==> src/rtl/rptr_empty_prog.sv <==
// ---------------------------------------------------------------------------
// rptr_empty_prog
//
// Read-domain pointer and status controller for an asynchronous FIFO. It lives
// in the rclk domain, between the write-pointer synchroniser and the read port
// of the dual-port memory. It keeps a binary read pointer and publishes a Gray
// copy of it. The Gray copy goes back to the write domain for synchronisation.
//
// The block also reports the following status, all registered:
//   - an empty flag
//   - an almost-empty flag with a programmable threshold
//   - a fill level
//   - a sticky underflow error
// A synchronous flush discards everything that is currently visible to the
// reader.
//
// Because the synchronised write pointer lags the real one, the level and the
// flags are pessimistic. They can under-report stored data but never
// over-report it.
//
// Parameters
//   ADDRSIZE        memory address width; depth = 2**ADDRSIZE, pointers ADDRSIZE+1 bits
//
// Ports
//   rclk            in   read-domain clock, all state changes on posedge
//   rrst_n          in   asynchronous active-low reset
//   rinc            in   pop request, honoured only while not empty
//   rflush          in   jump the read pointer to the synchronised write pointer
//   rae_thresh      in   almost-empty threshold in entries
//   rerr_clr        in   clear request for the sticky underflow flag
//   rq2_wptr        in   Gray write pointer already synchronised into rclk
//   raddr           out  memory read address (low bits of the binary read pointer)
//   rptr            out  registered Gray read pointer
//   rempty          out  registered empty flag
//   raempty         out  registered almost-empty flag
//   rlevel          out  registered fill level, 0 .. 2**ADDRSIZE
//   rerr_underflow  out  sticky flag: a pop was attempted while empty
// ---------------------------------------------------------------------------
module rptr_empty_prog #(
    parameter int ADDRSIZE = 9
) (
    input  logic                rclk,
    input  logic                rrst_n,
    input  logic                rinc,
    input  logic                rflush,
    input  logic [ADDRSIZE-1:0] rae_thresh,
    input  logic                rerr_clr,
    input  logic [ADDRSIZE:0]   rq2_wptr,
    output logic [ADDRSIZE-1:0] raddr,
    output logic [ADDRSIZE:0]   rptr,
    output logic                rempty,
    output logic                raempty,
    output logic [ADDRSIZE:0]   rlevel,
    output logic                rerr_underflow
);

    // Registered state and its next-state values
    logic [ADDRSIZE:0] rbin_q,    rbin_d;
    logic [ADDRSIZE:0] rgray_q,   rgray_d;
    logic              rempty_q,  rempty_d;
    logic              raempty_q, raempty_d;
    logic [ADDRSIZE:0] rlevel_q,  rlevel_d;
    logic              rerr_q,    rerr_d;

    logic [ADDRSIZE:0] wbinSync;
    logic              pop;
    logic              underflow;

    // Convert the synchronised Gray write pointer to binary.
    // Each binary bit is the XOR of all Gray bits from the MSB down to that
    // position, so the conversion runs as a prefix chain starting at the top.
    always_comb begin
        wbinSync = '0;
        wbinSync[ADDRSIZE] = rq2_wptr[ADDRSIZE];
        for (int i = ADDRSIZE - 1; i >= 0; i--) begin
            wbinSync[i] = wbinSync[i+1] ^ rq2_wptr[i];
        end
    end

    // Decide between pop, flush and hold, and build every next-state value.
    //
    // Flush has priority over rinc: during a flush nothing is popped and no
    // underflow is flagged. The empty and level values are computed from the
    // next pointer, so popping the last word raises rempty on that same edge.
    //
    // For the error flag, a new underflow beats a simultaneous clear, so that
    // an error raised in the same cycle as the clear is not lost.
    always_comb begin
        pop       = rinc & ~rempty_q & ~rflush;
        underflow = rinc &  rempty_q & ~rflush;

        rbin_d = rbin_q;
        if (rflush) begin
            rbin_d = wbinSync;
        end else if (pop) begin
            rbin_d = rbin_q + {{ADDRSIZE{1'b0}}, 1'b1};
        end

        rgray_d   = (rbin_d >> 1) ^ rbin_d;
        rempty_d  = (rgray_d == rq2_wptr);
        rlevel_d  = wbinSync - rbin_d;
        raempty_d = (rlevel_d <= {1'b0, rae_thresh});

        rerr_d = rerr_q;
        if (underflow) begin
            rerr_d = 1'b1;
        end else if (rerr_clr) begin
            rerr_d = 1'b0;
        end
    end

    // State register. Reset puts the block in the empty state with no error.
    always_ff @(posedge rclk or negedge rrst_n) begin
        if (!rrst_n) begin
            rbin_q    <= '0;
            rgray_q   <= '0;
            rempty_q  <= 1'b1;
            raempty_q <= 1'b1;
            rlevel_q  <= '0;
            rerr_q    <= 1'b0;
        end else begin
            rbin_q    <= rbin_d;
            rgray_q   <= rgray_d;
            rempty_q  <= rempty_d;
            raempty_q <= raempty_d;
            rlevel_q  <= rlevel_d;
            rerr_q    <= rerr_d;
        end
    end

    assign raddr          = rbin_q[ADDRSIZE-1:0];
    assign rptr           = rgray_q;
    assign rempty         = rempty_q;
    assign raempty        = raempty_q;
    assign rlevel         = rlevel_q;
    assign rerr_underflow = rerr_q;

endmodule

==> config.mk <==
export PLATFORM = sky130hd
export DESIGN_NAME = rptr_empty_prog
export DESIGN_NICKNAME = d
export VERILOG_FILES = /design/src/rtl/rptr_empty_prog.sv
export SDC_FILE = /design/constraint.sdc
export NUM_CORES = 1
export LEC_CHECK = 0
export ABC_AREA = 1
export BUFFER_PORTS_ARGS = -buffer_cell sky130_fd_sc_hd__buf_2
export CORE_ASPECT_RATIO = 1.75
export CORE_UTILIZATION = 45
export CTS_CLUSTER_DIAMETER = 200
export DETAILED_ROUTE_END_ITERATION = 10
export PLACE_DENSITY = 0.68
export SKIP_CTS_REPAIR_TIMING = 1
export SLEW_MARGIN = 10
export SYNTH_ARGS = -nofsm -noshare
export SYNTH_HDL_FRONTEND = slang
export SYNTH_SLANG_ARGS = --single-unit
==> constraint.sdc <==
create_clock -name rclk -period 5.5 [get_ports rclk]
set_clock_uncertainty 0.1 [all_clocks]
set_input_delay 0.55 -clock rclk [delete_from_list [all_inputs] [get_ports rclk]]
set_output_delay 0.55 -clock rclk [all_outputs]
set_load 0.01 [all_outputs]
==> flow_summary.ini, run 1 <==
[status]
status = finished, final reports clean

[setup_path]
cpMostUsedCell = nand2_2
r2r_cells = 21
cp-end-kind = register
r2r-end = raempty
slowest_stage = ha_1
startpoint = rq2_wptr[9]
reg2reg_slack_ns = 2.06
cp_data_required_time_ns = 5.62
crit_type = input port to register
critPathMaxFanout = 5
critPathArrivalTime_ns = 4.10
slowest_delay_ns = 0.27
reg2reg_from = rbin_q[1]
crit_path_start_kind = input port

[cts]
cts_buffer_depth = 2
cts_tree = built
root_buffer = clkbuf_8
clk_latency_ns = 0.28
path_clk_slew_ns = 0.07
numCtsBuffers = 5
h-tree-depth = 2
cts.sinks = 32

[logic_synthesis]
ys_seq_area_share_pct = 32.2
synth-async-reset-ratio_pct = 100
synthAdderAreaFrac_pct = 10.0
synthCells = 329
synth_edf_count = 0
synthesis.area_sq_um = 2500
synth_area_leaders = dfrtp_1 (30%), nand2_1 (12%), ha_1 (10%)
synth_top_cell_area_share_pct = 30.1
syn_area_per_cell_sq_um = 7.59
yosys.area_share.simple_pct = 32.6
synth-compound-area-share_pct = 8.17
yosysUniqueCellTypes = 34
yosys.area_share.xor_xnor_pct = 6.77
synth_nets = 373
synth_warnings = 0
synth_top_family_by_area = simple AND/OR/NAND/NOR gates
synth_seq_cells = 32
yosysTopAreaCell = dfrtp_1
synthFlopType = dfrtp_1
synth_mux_area_share_pct = 0

[finish]
final_nets = 433
design_area_sq_um = 2940
syn_to_final_growth_pct = 17.8
num_antenna_cells = 0
drive_gt1_share_pct = 26.2

[detailed_routing]
wl_microns = 5450
vias = 2236
wl_per_cell_microns = 11.8
firstDrtPassIters = 4
antenna_left = 0
via_per_inst = 4.82
dr.first_iter.drc_count = 54
remaining_drc_errors = 0

[timing]
min_period_ns = 3.98
worst_hold_slack_ns = 0.217
period_share_pct = 72.3
fmax_ghz = 0.251
finalSetupViolCount = 0
tns_ns = 0
rsz0062_at_grt = false
worst_slew_pin_slew_ns = 0.721
finalHoldViolations = 0
relSlewSlack_pct = 52.0
setup_slack_ns = 1.52
slew_violations = 0

[grt]
grt_max_degree = 33
grt_pass1_wl_microns = 9360
grt_overflow_total = 0
grt_pass1_vias = 2199
antenna_found_initial = 0
grtUsageTotal_pct = 21.3

[floorplanning]
initial_core_util_pct = 47.1
die_w_microns = 58.3
core_sq_um = 5300
die_area_sq_um = 5860
die_y_microns = 101
ios = 56
rows = 35

[pwr]
p_total_mw = 0.975
peakVddDrop_uv = 200
p_leak_nw = 1.68
p_per_area_nw_per_um2 = 332

[min_path]
hp-class = input port to asynchronous set/reset pin

[placement]
hpwlAfterDp_microns = 4550
place_ws_ns = 1.20
gp_congestion = 0.905
portBuffers = 55
placed_area_sq_um = 2850

[run]
cap_violations = 0
[flip-flops by register name (all words and copies together), names as in the netlist]
register and flops:
rbin_q 10, rempty 1, rerr_underflow 1, raempty 1, rlevel 10, rptr 9
[stage by stage]
stage | utilization [%] | std cells
after floorplan | - | 329
after global placement | 53.8 | 456
after detailed placement | 53.8 | 456
after CTS | 55.5 | 464
after global routing | 55.5 | 464
final | 55.5 | 464
[synth_stat cells, types with 3 or more instances]
library cell and instances:
nor3_1 3, xnor2_1 3, a21oi_1 13, dfrtp_1 30, inv_1 60, nand3_2 11, nand2_1 77, nand4_1 5
nor2_1 13, nand2_2 11, ha_1 20, o21ai_0 6, inv_2 4, nand3_1 37, nor2_2 3, xor2_1 10
[area by class of cell]
cell class	count	area (sq um)
timing repair buffer	55	275
clock buffer	8	90.1
sequential	32	803
tap	74	92.6
inverter	65	244
multi-input combinational	230	1440
fill	527	2360
[where the power goes]
group	total [mW]	switching [mW]	internal [mW]
logic	0.466	0.284	0.182
clock network	0.186	0.0842	0.102
registers	0.323	0.0248	0.298
[routing by layer]
layer | wire length, microns | vias up | GRT usage (%)
li1 | - | 1170 | -
met5 | 0 | - | 0
met4 | 207 | 0 | 11.0
met1 | 2070 | 997 | 22.5
met2 | 2980 | 53 | 38.6
met3 | 194 | 16 | 4.24
[critical path, delay by kind of cell]
kind / cells / cell delay [ns]
AO/OA/AOI/OAI: 5 / 0.62
XOR/XNOR: 1 / 0.25
buffers and inverters: 4 / 0.28
adder cells (fa/ha/maj): 3 / 0.58
AND/OR/NAND/NOR: 19 / 1.84
[cells in the final DEF (no fill, tap or decap), types with 2 or more instances in the layout]
cell | synthesis | routed
dfstp_2 | 2 | 2
o21ai_0 | 6 | 6
nand2_2 | 11 | 11
nor2_1 | 13 | 13
clkbuf_8 | 0 | 6
xor2_2 | 2 | 2
ha_1 | 20 | 20
nor2_2 | 3 | 3
clkbuf_1 | 0 | 2
nand4_1 | 5 | 5
nand2_1 | 77 | 77
dfrtp_1 | 30 | 30
nand3_2 | 11 | 11
buf_2 | 1 | 55
o21ai_4 | 2 | 2
xor2_1 | 10 | 10
o21ai_1 | 2 | 2
inv_1 | 60 | 60
nor3_1 | 3 | 3
xnor2_1 | 3 | 3
o21ai_2 | 2 | 2
nand3_1 | 37 | 37
inv_2 | 4 | 4
a21oi_1 | 13 | 13
[how the worst max path moves through the flow]
stage | cells past startpoint | slack [ns] | end
after CTS | 32 | 1.49 | raempty
after detailed placement | 32 | 1.20 | raempty
final | 32 | 1.52 | raempty
after global placement | 32 | 1.32 | raempty
after floorplan | 31 | 1.83 | raempty
after global routing | 32 | 1.14 | raempty
[kinds of logic after synthesis]
| family | count (synthesis) |
|---|---|
| fa+ha+maj | 20 |
| flops | 32 |
| buf+inv | 67 |
| compound gates | 30 |
| xor+xnor | 16 |
| simple gates | 164 |
(Power assumes the default switching activity.)
==> run 2, diff against run 1 <==
- PLACE_DENSITY: 0.68 -> 0.71
- clock period: 5.5 -> 3.32 ns (I/O delays scaled with it)
==> run 2 against run 1 <==
The flow now finishes with violations (setup timing). Setup slack worse by 1.9 ns. Clock power is 82% higher. Die area stayed put. Utilization is 14 points higher. Worst hold slack worse by 0.22 ns. Power is 110% higher. Global-route usage is 0.051 points higher. Combinational power grew to 2.5 times the previous value. Critical path depth stayed put. Sequential power is 65% higher. Register-to-register slack worse by 2.2 ns. Critical path type unchanged.
==> flow_summary.ini, run 2 (synthesis results as in run 1) <==
[cts]
numCtsBuffers = 5
cts_tree = built
cts_buffer_depth = 2
h-tree-depth = 2
root_buffer = clkbuf_8
path_clk_slew_ns = 0.07
clk_latency_ns = 0.28
cts.sinks = 32

[timing]
setup_slack_ns = -0.342
fmax_ghz = 0.273
slew_violations = 0
min_period_ns = 3.66
finalHoldViolations = 0
period_share_pct = 110
worst_slew_pin_slew_ns = 0.731
finalSetupViolCount = 1
worst_hold_slack_ns = 0.00196
rsz0062_at_grt = true
tns_ns = -0.342
relSlewSlack_pct = 51.3

[pwr]
sw_frac_of_total_pct = 40.2
p_per_area_nw_per_um2 = 555
p_comb_share_pct = 57.3
clockPowerShare_pct = 16.6
p_seq_share_pct = 26.1
switchingPower_mw = 0.820
p_leak_nw = 1.98
p_int_mw = 1.22
p_total_mw = 2.04
peakVddDrop_uv = 410

[finish]
fin_cells = 509
layout_common_cells = nand2_1 (67), inv_1 (56), buf_2 (53)
design_area_sq_um = 3680
drive_gt1_share_pct = 43.0
fin_util_pct = 69.4
nFillCells = 407
final_common_cell = nand2_1
num_antenna_cells = 0
final_nets = 478
syn_to_final_growth_pct = 47.4

[placement]
place_ws_ns = -0.615
portBuffers = 55
gp_congestion = 0.896
post-place-cells = 493
hpwlAfterDp_microns = 4820
placed_area_sq_um = 3150

[floorplanning]
rows = 35
initial_core_util_pct = 47.1
die_area_sq_um = 5860
ios = 56
die_w_microns = 58.3
core_sq_um = 5300
die_y_microns = 101

[detailed_routing]
routed.top_layer = met4
antenna_left = 0
route.met2.wl_microns = 3910
via_per_inst = 4.98
vias = 2535
routedLengthMet1_microns = 2550
wl_met3_microns = 184
dr.first_iter.drc_count = 99
wl_per_cell_microns = 13.5
remaining_drc_errors = 0
wl_microns = 6860
firstDrtPassIters = 4

[setup_path]
slowest_stage = ha_1
cpMostUsedCell = nand2_4
cp_data_required_time_ns = 3.44
r2r-end = raempty
critPathMaxFanout = 4
r2r_cells = 21
critPathArrivalTime_ns = 3.78
crit_type = input port to register
slowest_delay_ns = 0.28
cp-end-kind = register
reg2reg_from = rbin_q[0]
crit_path_start_kind = input port
reg2reg_slack_ns = -0.18

[grt]
grt_pass1_wl_microns = 9690
grt_overflow_total = 0
antenna_found_initial = 0
grtUsageTotal_pct = 21.3
grt_max_degree = 33
grt_pass1_vias = 2378

[min_path]
hp-class = input port to asynchronous set/reset pin

[status]
status = finished with violations
violations = setup timing

[run]
cap_violations = 0
==> run 2: cell count changes in the layout (fill, tap and decap cells not counted), moves of 4 or more <==
cell	previous run	this run
a21oi_1	13	8
inv_1	60	56
ha_1	20	12
nand2_1	77	67
ha_4	0	7
nand2_4	1	10
nand3_4	1	11
nand3_1	37	28
buf_4	0	45
a21oi_2	0	5
==> run 2: final cells by class <==
| cell class | instances | area (sq um) | area share (%) |
|---|---|---|---|
| repair buffers | 100 | 643 | 17.5 |
| well taps | 74 | 92.6 | 2.52 |
| multi-input cells | 230 | 1780 | 48.4 |
| clock buffers | 8 | 100 | 2.72 |
| flip-flops and latches | 32 | 803 | 21.8 |
| inverters | 65 | 262 | 7.11 |
==> run 2: worst max path at each step <==
stage,to,startpoint,slack (ns)
2_1_floorplan,raempty,rq2_wptr[8],-0.12
3_3_place_gp,raempty,rq2_wptr[8],-0.48
3_5_place_dp,raempty,rq2_wptr[8],-0.61
4_1_cts,raempty,rq2_wptr[8],-0.35
5_1_grt,raempty,rq2_wptr[9],-0.54
6_report,raempty,rq2_wptr[9],-0.34
==> run 2: critical path: cells and delay by family <==
| family | cells | cell delay [ns] |
|---|---|---|
| XOR/XNOR | 1 | 0.25 |
| AO/OA/AOI/OAI | 5 | 0.73 |
| buffers and inverters | 4 | 0.26 |
| AND/OR/NAND/NOR | 19 | 1.65 |
| adder cells (fa/ha/maj) | 3 | 0.57 |
==> run 2: per-layer routing <==
metal / vias up / track usage, %
met2: 56 / 41.0
met1: 1198 / 21.5
met4: 0 / 9.89
li1: 1261 / -
met5: - / 0
met3: 20 / 3.34
==> run 2: power groups by stage <==
stage / logic (mW) / clock network, mW / registers, mW
floorplan: 0.491 / 0 / 0.594
global placement: 0.918 / 0 / 0.537
detailed placement: 0.937 / 0 / 0.536
CTS: 0.945 / 0.344 / 0.531
global route: 1.28 / 0.367 / 0.541
finish: 1.17 / 0.339 / 0.532
==> run 3, diff against run 2 <==
- CORE_ASPECT_RATIO: 1.75 -> 1.2
==> run 3 against run 2 <==
Worst hold slack worse by 0.0079 ns. The flow finishes with violations (hold timing, setup timing). Largest cell class unchanged. Sequential power about the same. Highest routed layer unchanged. Final area is 3.8% lower. Critical endpoint unchanged. Maximum frequency rose by 1.7%.
==> flow_summary.ini, run 3 (synthesis results as in run 1) <==
[status]
status = finished with violations
violations = hold timing, setup timing

[run]
cap_violations = 0

[grt]
grt_max_degree = 33
grt_pass1_vias = 2233
grtUsageTotal_pct = 20.4
antenna_found_initial = 0
grt_pass1_wl_microns = 9410
grt_overflow_total = 0

[timing]
setup_slack_ns = -0.280
worst_slew_pin_slew_ns = 0.721
worst_hold_slack_ns = -0.00595
fmax_ghz = 0.278
rsz0062_at_grt = true
finalSetupViolCount = 1
finalHoldViolations = 7
period_share_pct = 108
min_period_ns = 3.60
slew_violations = 0
relSlewSlack_pct = 51.9

[floorplanning]
die_y_microns = 83.6
die_area_sq_um = 5850
die_w_microns = 70.0
ios = 56
core_sq_um = 5300
initial_core_util_pct = 47.1
rows = 29

[pwr]
p_comb_share_pct = 54.1
clockPowerShare_pct = 17.7
switchingPower_mw = 0.753
sw_frac_of_total_pct = 39.7
p_total_mw = 1.90
p_int_mw = 1.14
p_seq_share_pct = 28.2
p_leak_nw = 1.96
p_per_area_nw_per_um2 = 536
peakVddDrop_uv = 334

[finish]
num_antenna_cells = 0
syn_to_final_growth_pct = 41.8
fin_util_pct = 66.8
drive_gt1_share_pct = 40.2
final_nets = 476
layout_common_cells = nand2_1 (68), inv_1 (56), buf_2 (53)
design_area_sq_um = 3540
final_common_cell = nand2_1

[setup_path]
cp_data_required_time_ns = 3.45
worst-path-buf-inv = 4
crit_type = input port to register
cp-end-kind = register
crit_cells = 32
critPathArrivalTime_ns = 3.73
cpMostUsedCell = nand2_4
critPathTopFamily = simple AND/OR/NAND/NOR gates
slowest_delay_ns = 0.29
critPathMaxFanout = 4
crit_path_start_kind = input port
r2r_cells = 19
slowest_stage = ha_1

[cts]
numCtsBuffers = 5
cts.sinks = 32
path_clk_slew_ns = 0.07
root_buffer = clkbuf_8
clk_latency_ns = 0.29
cts_tree = built
h-tree-depth = 2
cts_buffer_depth = 2

[detailed_routing]
routedLengthMet1_microns = 2710
wl_met3_microns = 240
via_per_inst = 5.06
remaining_drc_errors = 0
route.met2.wl_microns = 3500
routed.top_layer = met4
antenna_left = 0
wl_microns = 6610
vias = 2507
wl_per_cell_microns = 13.3
dr.first_iter.drc_count = 80
firstDrtPassIters = 4

[min_path]
hp-class = input port to asynchronous set/reset pin

[placement]
placed_area_sq_um = 3130
portBuffers = 55
hpwlAfterDp_microns = 4740
gp_congestion = 0.859
-- run 3: cell types whose count changed in the layout (fill, tap and decap cells not counted), sizes merged --
cell and delta:
buf -2
-- run 3: final timing paths --
path | startpoint | end | slack (ns)
setup / recovery | rq2_wptr[9] | raempty | -0.28
hold / removal | rrst_n | rptr[0] | -0.006
setup reg to reg | rempty | raempty | -0.19
hold reg to reg | rerr_underflow | rerr_underflow | 0.42
max in group asynchronous | rrst_n | rptr[3] | 2.66
min in group rclk | rerr_clr | rerr_underflow | 0.15
-- run 3: cell type report --
cell class	count	area, sq um
Tap cell	62	77.6
Sequential cell	32	803
Clock buffer	8	100
Multi-Input combinational cell	230	1670
Inverter	65	262
Fill cell	416	1760
Timing Repair Buffer	98	623
-- run 3: through the flow --
stage / std cells / setup TNS (ns) / setup slack [ns]
2_1_floorplan: 329 / -0.118 / -0.118
3_5_place_dp: 480 / -0.576 / -0.576
3_3_place_gp: 480 / -0.441 / -0.441
6_report: 495 / -0.280 / -0.280
5_1_grt: 495 / -0.535 / -0.535
4_1_cts: 488 / -0.311 / -0.311
-- run 3: layer usage --
metal / up-vias / global-route usage, %
met3: 12 / 3.02
met1: 1170 / 23.7
met2: 68 / 36.4
met5: - / 0
li1: 1257 / -
met4: 0 / 9.27
-- run 3: power by group through the flow --
stage / clock network [mW] / logic (mW) / registers (mW)
3_5_place_dp: 0 / 0.917 / 0.539
2_1_floorplan: 0 / 0.491 / 0.594
5_1_grt: 0.358 / 1.13 / 0.543
4_1_cts: 0.347 / 0.923 / 0.535
6_report: 0.336 / 1.03 / 0.534
3_3_place_gp: 0 / 0.891 / 0.540
